**src/rtl/regfile_sb_pkg.sv**
```systemverilog
// Shared constants and types for the register file with scoreboard.
// Holds register-count, index-width and counter-width constants next to
// the read-source (RDSRC_*) codes used by the operand read muxes.
package regfile_sb_pkg;

    localparam int DATA_W   = 32;
    localparam int NUM_REGS = 32;
    localparam int IDX_W    = 5;
    localparam int CNT_W    = 2;

    typedef logic [DATA_W-1:0] data_t;
    typedef logic [IDX_W-1:0]  reg_idx_t;
    typedef logic [CNT_W-1:0]  cnt_t;

    localparam cnt_t CNT_MAX  = '1;
    localparam cnt_t CNT_ZERO = '0;
    localparam cnt_t CNT_ONE  = cnt_t'(1);

    // Where a source operand value comes from.
    typedef enum logic [1:0] {
        RDSRC_ZERO   = 2'd0,
        RDSRC_ARRAY  = 2'd1,
        RDSRC_BYPASS = 2'd2
    } rdsrc_e;

    // x0 always reads zero; otherwise the bypass wins over the array.
    function automatic rdsrc_e rd_src(input reg_idx_t rs, input logic byp);
        if (rs == '0) begin
            return RDSRC_ZERO;
        end else if (byp) begin
            return RDSRC_BYPASS;
        end else begin
            return RDSRC_ARRAY;
        end
    endfunction

endpackage

```
**src/rtl/regfile_sb_if.sv**
```systemverilog
// Decode/writeback bundle for regfile_sb. The master side is the pipeline
// (decode issues, writeback writes); the slave side is the register file.
interface regfile_sb_if;
    import regfile_sb_pkg::*;

    // Decode stage
    logic     issue_d;
    reg_idx_t rs1_d;
    logic     rs1_used_d;
    reg_idx_t rs2_d;
    logic     rs2_used_d;
    logic     rd_write_d;
    reg_idx_t rd_d;
    data_t    rs1_data_d;
    data_t    rs2_data_d;
    logic     stall_d;

    // Writeback stage
    logic     rd_write_w;
    reg_idx_t rd_w;
    data_t    rd_data_w;

    // Status
    logic     busy;

    modport master (
        output issue_d, rs1_d, rs1_used_d, rs2_d, rs2_used_d,
        output rd_write_d, rd_d,
        output rd_write_w, rd_w, rd_data_w,
        input  rs1_data_d, rs2_data_d, stall_d, busy
    );

    modport slave (
        input  issue_d, rs1_d, rs1_used_d, rs2_d, rs2_used_d,
        input  rd_write_d, rd_d,
        input  rd_write_w, rd_w, rd_data_w,
        output rs1_data_d, rs2_data_d, stall_d, busy
    );

endinterface

```
**src/rtl/regfile_sb_scoreboard.sv**
```systemverilog
// Pending-write scoreboard: one saturating 2-bit counter per register,
// decode stall generation and the busy flag.
// Optional macro RF_WB_BYPASS_EN lets a reader whose only outstanding
// write is landing this cycle take the writeback data instead of stalling.
module rf_scoreboard
    import regfile_sb_pkg::*;
(
    input  logic     clk,
    input  logic     rst_n,
    input  logic     issue,
    input  reg_idx_t rs1,
    input  logic     rs1_used,
    input  reg_idx_t rs2,
    input  logic     rs2_used,
    input  logic     rd_write_d,
    input  reg_idx_t rd_d,
    input  logic     rd_write_w,
    input  reg_idx_t rd_w,
    output logic     stall,
    output logic     busy,
    output logic     rs1_byp,
    output logic     rs2_byp
);

    cnt_t cnt   [1:NUM_REGS-1];
    cnt_t cnt_d [1:NUM_REGS-1];
    cnt_t cnt_v [0:NUM_REGS-1];
    logic accept;
    logic haz1;
    logic haz2;

    // Flat view of the counters with x0 pinned at zero for indexed lookup.
    always_comb begin
        cnt_v[0] = CNT_ZERO;
        for (int i = 1; i < NUM_REGS; i++) begin
            cnt_v[i] = cnt[i];
        end
    end

`ifdef RF_WB_BYPASS_EN
    // Bypass only when the write landing now is the last one outstanding.
    assign rs1_byp = rd_write_w && (rd_w == rs1) && (rs1 != '0) && (cnt_v[rs1] == CNT_ONE);
    assign rs2_byp = rd_write_w && (rd_w == rs2) && (rs2 != '0) && (cnt_v[rs2] == CNT_ONE);
`else
    assign rs1_byp = 1'b0;
    assign rs2_byp = 1'b0;
`endif

    // Hazard detection and stall; an idle decode never stalls.
    always_comb begin
        haz1   = rs1_used && (rs1 != '0) && (cnt_v[rs1] != CNT_ZERO) && !rs1_byp;
        haz2   = rs2_used && (rs2 != '0) && (cnt_v[rs2] != CNT_ZERO) && !rs2_byp;
        stall  = issue && (haz1 || haz2);
        accept = issue && !stall;
    end

    // Next counter values: saturating inc/dec, simultaneous inc+dec cancels.
    always_comb begin
        for (int i = 1; i < NUM_REGS; i++) begin
            logic inc;
            logic dec;
            inc      = accept && rd_write_d && (rd_d == reg_idx_t'(i));
            dec      = rd_write_w && (rd_w == reg_idx_t'(i));
            cnt_d[i] = cnt[i];
            if (inc && !dec && (cnt[i] != CNT_MAX)) begin
                cnt_d[i] = cnt[i] + CNT_ONE;
            end else if (dec && !inc && (cnt[i] != CNT_ZERO)) begin
                cnt_d[i] = cnt[i] - CNT_ONE;
            end
        end
    end

    // Counter state, cleared asynchronously so reset drops every pending write.
    always_ff @(posedge clk or negedge rst_n) begin
        if (!rst_n) begin
            for (int i = 1; i < NUM_REGS; i++) begin
                cnt[i] <= CNT_ZERO;
            end
        end else begin
            for (int i = 1; i < NUM_REGS; i++) begin
                cnt[i] <= cnt_d[i];
            end
        end
    end

    // Busy reflects registered counter state only.
    always_comb begin
        busy = 1'b0;
        for (int i = 1; i < NUM_REGS; i++) begin
            busy = busy | (cnt[i] != CNT_ZERO);
        end
    end

endmodule

```
**src/rtl/regfile_sb.sv**
```systemverilog
// Register file x0..x31 with a pending-write scoreboard for an in-order
// pipeline. Storage and the zero-latency operand read muxes live here; the
// counters, stall and busy logic live in rf_scoreboard.
// Optional macro RF_WB_BYPASS_EN enables the writeback-to-decode bypass.
module regfile_sb
    import regfile_sb_pkg::*;
(
    input  logic         clk,
    input  logic         rst_n,
    regfile_sb_if.slave  bus
);

    data_t regs    [1:NUM_REGS-1];
    data_t regs_v  [0:NUM_REGS-1];
    logic  rs1_byp;
    logic  rs2_byp;
    logic  stall;
    logic  busy;

    rf_scoreboard u_sb (
        .clk        (clk),
        .rst_n      (rst_n),
        .issue      (bus.issue_d),
        .rs1        (bus.rs1_d),
        .rs1_used   (bus.rs1_used_d),
        .rs2        (bus.rs2_d),
        .rs2_used   (bus.rs2_used_d),
        .rd_write_d (bus.rd_write_d),
        .rd_d       (bus.rd_d),
        .rd_write_w (bus.rd_write_w),
        .rd_w       (bus.rd_w),
        .stall      (stall),
        .busy       (busy),
        .rs1_byp    (rs1_byp),
        .rs2_byp    (rs2_byp)
    );

    // Register storage; writes to x0 are dropped, reset clears everything.
    always_ff @(posedge clk or negedge rst_n) begin
        if (!rst_n) begin
            for (int i = 1; i < NUM_REGS; i++) begin
                regs[i] <= '0;
            end
        end else if (bus.rd_write_w && (bus.rd_w != '0)) begin
            regs[bus.rd_w] <= bus.rd_data_w;
        end
    end

    // Flat view of storage with x0 hardwired to zero.
    always_comb begin
        regs_v[0] = '0;
        for (int i = 1; i < NUM_REGS; i++) begin
            regs_v[i] = regs[i];
        end
    end

    // Operand read muxes: zero, array or writeback bypass.
    always_comb begin
        bus.rs1_data_d = regs_v[bus.rs1_d];
        bus.rs2_data_d = regs_v[bus.rs2_d];
        case (rd_src(bus.rs1_d, rs1_byp))
            RDSRC_ZERO:   bus.rs1_data_d = '0;
            RDSRC_BYPASS: bus.rs1_data_d = bus.rd_data_w;
            default:      bus.rs1_data_d = regs_v[bus.rs1_d];
        endcase
        case (rd_src(bus.rs2_d, rs2_byp))
            RDSRC_ZERO:   bus.rs2_data_d = '0;
            RDSRC_BYPASS: bus.rs2_data_d = bus.rd_data_w;
            default:      bus.rs2_data_d = regs_v[bus.rs2_d];
        endcase
    end

    assign bus.stall_d = stall;
    assign bus.busy    = busy;

endmodule
```
**src/flat_wrapper.sv**
```systemverilog
// flat-port wrapper written by rule: the top's interface ports become plain ports
module regfile_sb_flat import regfile_sb_pkg::*;
  (clk, rst_n, bus_issue_d, bus_rs1_d, bus_rs1_used_d, bus_rs2_d, bus_rs2_used_d, bus_rd_write_d, bus_rd_d, bus_rd_write_w, bus_rd_w, bus_rd_data_w, bus_rs1_data_d, bus_rs2_data_d, bus_stall_d, bus_busy);
  regfile_sb_if bus_i ();
  input  logic clk;
  input  logic rst_n;
  input wire logic [$bits(bus_i.issue_d)-1:0] bus_issue_d;
  input wire logic [$bits(bus_i.rs1_d)-1:0] bus_rs1_d;
  input wire logic [$bits(bus_i.rs1_used_d)-1:0] bus_rs1_used_d;
  input wire logic [$bits(bus_i.rs2_d)-1:0] bus_rs2_d;
  input wire logic [$bits(bus_i.rs2_used_d)-1:0] bus_rs2_used_d;
  input wire logic [$bits(bus_i.rd_write_d)-1:0] bus_rd_write_d;
  input wire logic [$bits(bus_i.rd_d)-1:0] bus_rd_d;
  input wire logic [$bits(bus_i.rd_write_w)-1:0] bus_rd_write_w;
  input wire logic [$bits(bus_i.rd_w)-1:0] bus_rd_w;
  input wire logic [$bits(bus_i.rd_data_w)-1:0] bus_rd_data_w;
  output wire logic [$bits(bus_i.rs1_data_d)-1:0] bus_rs1_data_d;
  output wire logic [$bits(bus_i.rs2_data_d)-1:0] bus_rs2_data_d;
  output wire logic [$bits(bus_i.stall_d)-1:0] bus_stall_d;
  output wire logic [$bits(bus_i.busy)-1:0] bus_busy;
  assign bus_i.issue_d = bus_issue_d;
  assign bus_i.rs1_d = bus_rs1_d;
  assign bus_i.rs1_used_d = bus_rs1_used_d;
  assign bus_i.rs2_d = bus_rs2_d;
  assign bus_i.rs2_used_d = bus_rs2_used_d;
  assign bus_i.rd_write_d = bus_rd_write_d;
  assign bus_i.rd_d = bus_rd_d;
  assign bus_i.rd_write_w = bus_rd_write_w;
  assign bus_i.rd_w = bus_rd_w;
  assign bus_i.rd_data_w = bus_rd_data_w;
  assign bus_rs1_data_d = bus_i.rs1_data_d;
  assign bus_rs2_data_d = bus_i.rs2_data_d;
  assign bus_stall_d = bus_i.stall_d;
  assign bus_busy = bus_i.busy;
  regfile_sb u_core (.clk(clk), .rst_n(rst_n), .bus(bus_i));
endmodule
```
**config.mk**
```make
export PLATFORM = sky130hd
export DESIGN_NAME = regfile_sb_flat
export DESIGN_NICKNAME = d
export VERILOG_FILES = /design/src/rtl/regfile_sb_pkg.sv /design/src/rtl/regfile_sb_if.sv /design/src/rtl/regfile_sb_scoreboard.sv /design/src/rtl/regfile_sb.sv /design/src/flat_wrapper.sv
export SDC_FILE = /design/constraint.sdc
export NUM_CORES = 2
export LEC_CHECK = 0
export CELL_PAD_IN_SITES_DETAIL_PLACEMENT = 0
export CELL_PAD_IN_SITES_GLOBAL_PLACEMENT = 1
export CORE_MARGIN = 5
export CORE_UTILIZATION = 56
export CTS_CLUSTER_DIAMETER = 30
export DETAILED_ROUTE_END_ITERATION = 8
export GPL_ROUTABILITY_DRIVEN = 0
export GPL_TIMING_DRIVEN = 0
export PLACE_DENSITY_LB_ADDON = 0.1
export SYNTH_ARGS = -nofsm -noshare
export SYNTH_HDL_FRONTEND = slang
export SYNTH_SLANG_ARGS = --single-unit
```
**constraint.sdc**
```tcl
create_clock -name clk -period 9.1 [get_ports clk]
set_input_delay 2.275 -clock clk [delete_from_list [all_inputs] [get_ports clk]]
set_output_delay 2.275 -clock clk [all_outputs]
set_load 0.005 [all_outputs]
```
==> metrics.txt <==
power per standard cell area 269.3 mW/mm^2; leading cell type in the layout, fill and taps excluded sky130_fd_sc_hd__nand2_1; design internal power 0.01371 W; Seq/Total Area, Yosys 0.4596; Total GRT Usage 0.3755; number of placed instances, taps included 6002; wire length of the first global-routing pass 295900 um; DRC violations left 0; relative contribution of the clock network to total power 0.499; failing checks max-capacitance violations, max-slew violations, negative setup slack; number of global-route vias before repair 43470; worst-path cell chain clkdlybuf4s50_1 > buf_2 > clkbuf_1 > buf_1 > mux4_2 > mux4_2 > mux2_2 > clkdlybuf4s50_1; switching power as a share of total power 0.2671; Antenna Nets Post-Route 0; fraction of registers with async set/reset 1.000; Core Footprint 0.1017 sq mm; library cell used as clock root buffer sky130_fd_sc_hd__clkbuf_16; Top FF cell, synth sky130_fd_sc_hd__dfrtp_1; clock sink total 1054; net count of the finished layout 4933; height of the chip 330.1 um; endpoints failing hold 0; IR drop worst, VDD 0.0001904 V; maximum fanout along the worst path 19; leading area contributor after synthesis sky130_fd_sc_hd__dfrtp_1; worst min-delay path category reg -> reg; run status finished with violations; number of detailed-routing iterations run before antenna repair 5; largest net degree at the start of global routing 179; data arrival time of the worst path 6.86 ns; Met1 Wirelength 78260 um; die width 330.1 um; largest cells by area after synthesis sky130_fd_sc_hd__dfrtp_1 46%, sky130_fd_sc_hd__mux4_2 23%, sky130_fd_sc_hd__mux2_2 14%; antenna violations before repair 5; Worst-Skew Late Latency 0.83 ns; Layout Utilization 0.6827; initial cell density of the core 0.5640; total wire length after detailed routing 202200 um; final max-slew violation count 22; detailed placer's ending HPWL 136400 um; Crit Path Class in -> out; post-layout minimum cycle time 9.133 ns; CTS tree done; highest cell delay on the worst timing path 0.85 ns; portion of total power attributed to sequential cells 0.336; Worst Setup SP bus_rs2_d[1]; Clock H-tree levels 4; critical register-to-register path startpoint u_core.u_sb.cnt[44]$_DFFE_PN0P_; combinational fraction of design power 0.165; Max Used Layer met5; post-route total power 0.01870 W; Port Buffer Count 116; Distinct cells, synth 59; area growth from synthesis to final layout 21.05%; fmax 0.1095 GHz; Rows 117; TritonCTS buffer count 237; worst slack on hold paths 0.4932 ns; HP Start u_core.regs[823]$_DFFE_PN0P_; per-cell routed wire length 31.31 um; clock-pin slew reported for the worst setup and hold paths after clock tree synthesis 0.05 ns; area enclosed by the die boundary 0.1090 sq mm; top cell type's share of synthesized area 0.4596; worst clock skew on the final layout 0.03098 ns; number of endpoints failing setup at the final stage 8; warning count from the yosys run 0; vias 42890; flip-flop and latch count after synthesis 1054; count of maximum capacitance violations 3; cell count after synthesis 4510; portion of the clock cycle consumed by the worst path in the final layout 1.004; most frequent cells in the layout 1083 x sky130_fd_sc_hd__nand2_1, 1054 x sky130_fd_sc_hd__dfrtp_1, 724 x sky130_fd_sc_hd__mux2_2, 580 x sky130_fd_sc_hd__mux4_2, 339 x sky130_fd_sc_hd__clkbuf_1; slew at the pin closest to its max-slew limit 1.560 ns; CTS hold repair buffers 0; I/O pin cnt 125; total overflow reported by the global router 0; vias per inst 6.644; wire length on met3 21350 um; post-synthesis cell area 0.05738 sq mm; power dissipated by switching net loads 0.004995 W; leakage power total 30.70 nW; Required @ worst endpoint 6.83 ns; maximum clock path buffer count 3; post-synthesis net count 4569; post-synthesis average cell area 12.72 sq um; library cell contributing the largest single delay on the critical path sky130_fd_sc_hd__buf_1; number of DRC markers in iteration 0 4859; critical path endpoint category primary output; met2 wirelength from detailed routing 90980 um; setup repair after global routing missed its margin false; post-route setup slack -0.03282 ns; count of flip-flops with a built-in enable after synthesis 0; CP Launch Type input pin; ratio of cells with drive above 1 in the final layout 0.3591; non-filler instance count after layout 6456; Slew headroom -0.04404
timing repair:
item,4_1_cts,5_1_grt
buffers inserted,0,0
setup endpoints to repair,55,48
resized for setup,32,21
flip-flops by register name (all words and copies together) (netlist names):
register,count
u_core.u_sb.cnt,62
u_core.regs,992
cells by family after synthesis:
| logic type | count (synthesis) | share of synthesized area |
|---|---|---|
| simple gates | 1420 | 0.1010 |
| mux | 1415 | 0.3892 |
| flops | 1054 | 0.4596 |
| buf+inv | 425 | 0.02874 |
| compound gates | 196 | 0.02141 |
Yosys cell counts, types with 14 or more instances:
cell type / count
sky130_fd_sc_hd__nand2_1: 1083
sky130_fd_sc_hd__dfrtp_1: 1054
sky130_fd_sc_hd__mux2_2: 724
sky130_fd_sc_hd__mux4_2: 580
sky130_fd_sc_hd__clkbuf_1: 331
sky130_fd_sc_hd__nor2_1: 185
sky130_fd_sc_hd__mux2i_1: 106
sky130_fd_sc_hd__o21ai_0: 83
sky130_fd_sc_hd__buf_1: 61
sky130_fd_sc_hd__a21oi_1: 29
sky130_fd_sc_hd__nor3_1: 27
sky130_fd_sc_hd__inv_1: 16
sky130_fd_sc_hd__nor2b_1: 16
sky130_fd_sc_hd__or3_1: 14
critical path: cells and delay by family:
family | cells | cell delay, ns
mux | 3 | 1.28
buf+inv | 5 | 3.25
routing by layer:
metal / up-vias / track usage
met5: - / 0
met4: 6 / 0.1820
met3: 583 / 0.1162
met2: 2449 / 0.5619
met1: 22590 / 0.5067
li1: 17260 / -
cell type report:
cell class | count | area [sq um]
multi-input combinational | 3031 | 29370
inverter | 17 | 63.81
fill | 7295 | 32280
buffer | 405 | 1703
timing repair buffer | 128 | 1423
tap | 1368 | 1712
antenna | 3 | 7.507
clock inverter | 157 | 2317
sequential | 1054 | 26380
clock buffer | 293 | 6482
power by group through the flow:
stage / logic [W] / clock network [W] / registers [W]
floorplan: 0.00216 / 0 / 0.00607
global placement: 0.00295 / 0 / 0.00627
detailed placement: 0.00303 / 0 / 0.00629
CTS: 0.00306 / 0.00935 / 0.00625
global route: 0.00328 / 0.00963 / 0.00638
finish: 0.00308 / 0.00933 / 0.00629
per-stage QoR:
stage | instance area (sq um) | setup slack, ns | setup TNS [ns]
5_1_grt | 69450 | 0.0005715 | 0
2_1_floorplan | 57380 | 1.972 | 0
6_report | 69460 | -0.03282 | -0.1223
3_3_place_gp | 60250 | -43.54 | -
4_1_cts | 69390 | 0.003034 | 0
3_5_place_dp | 60480 | -0.6536 | -17.51
path summary, 6_finish.rpt:
kind                                                    to  slack (ns)  depth (start not counted)
max                                     bus_rs2_data_d[10]       -0.03                          8
min                           u_core.regs[823]$_DFFE_PN0P_        0.49                          2
max reg2reg                u_core.u_sb.cnt[36]$_DFFE_PN0P_        5.70                          9
min reg2reg                   u_core.regs[823]$_DFFE_PN0P_        0.49                          2
max in group asynchronous      u_core.regs[15]$_DFFE_PN0P_        5.22                          4
min in group asynchronous  u_core.u_sb.cnt[32]$_DFFE_PN0P_        1.34                          1
No activity file was read; power rests on OpenSTA's default activity.
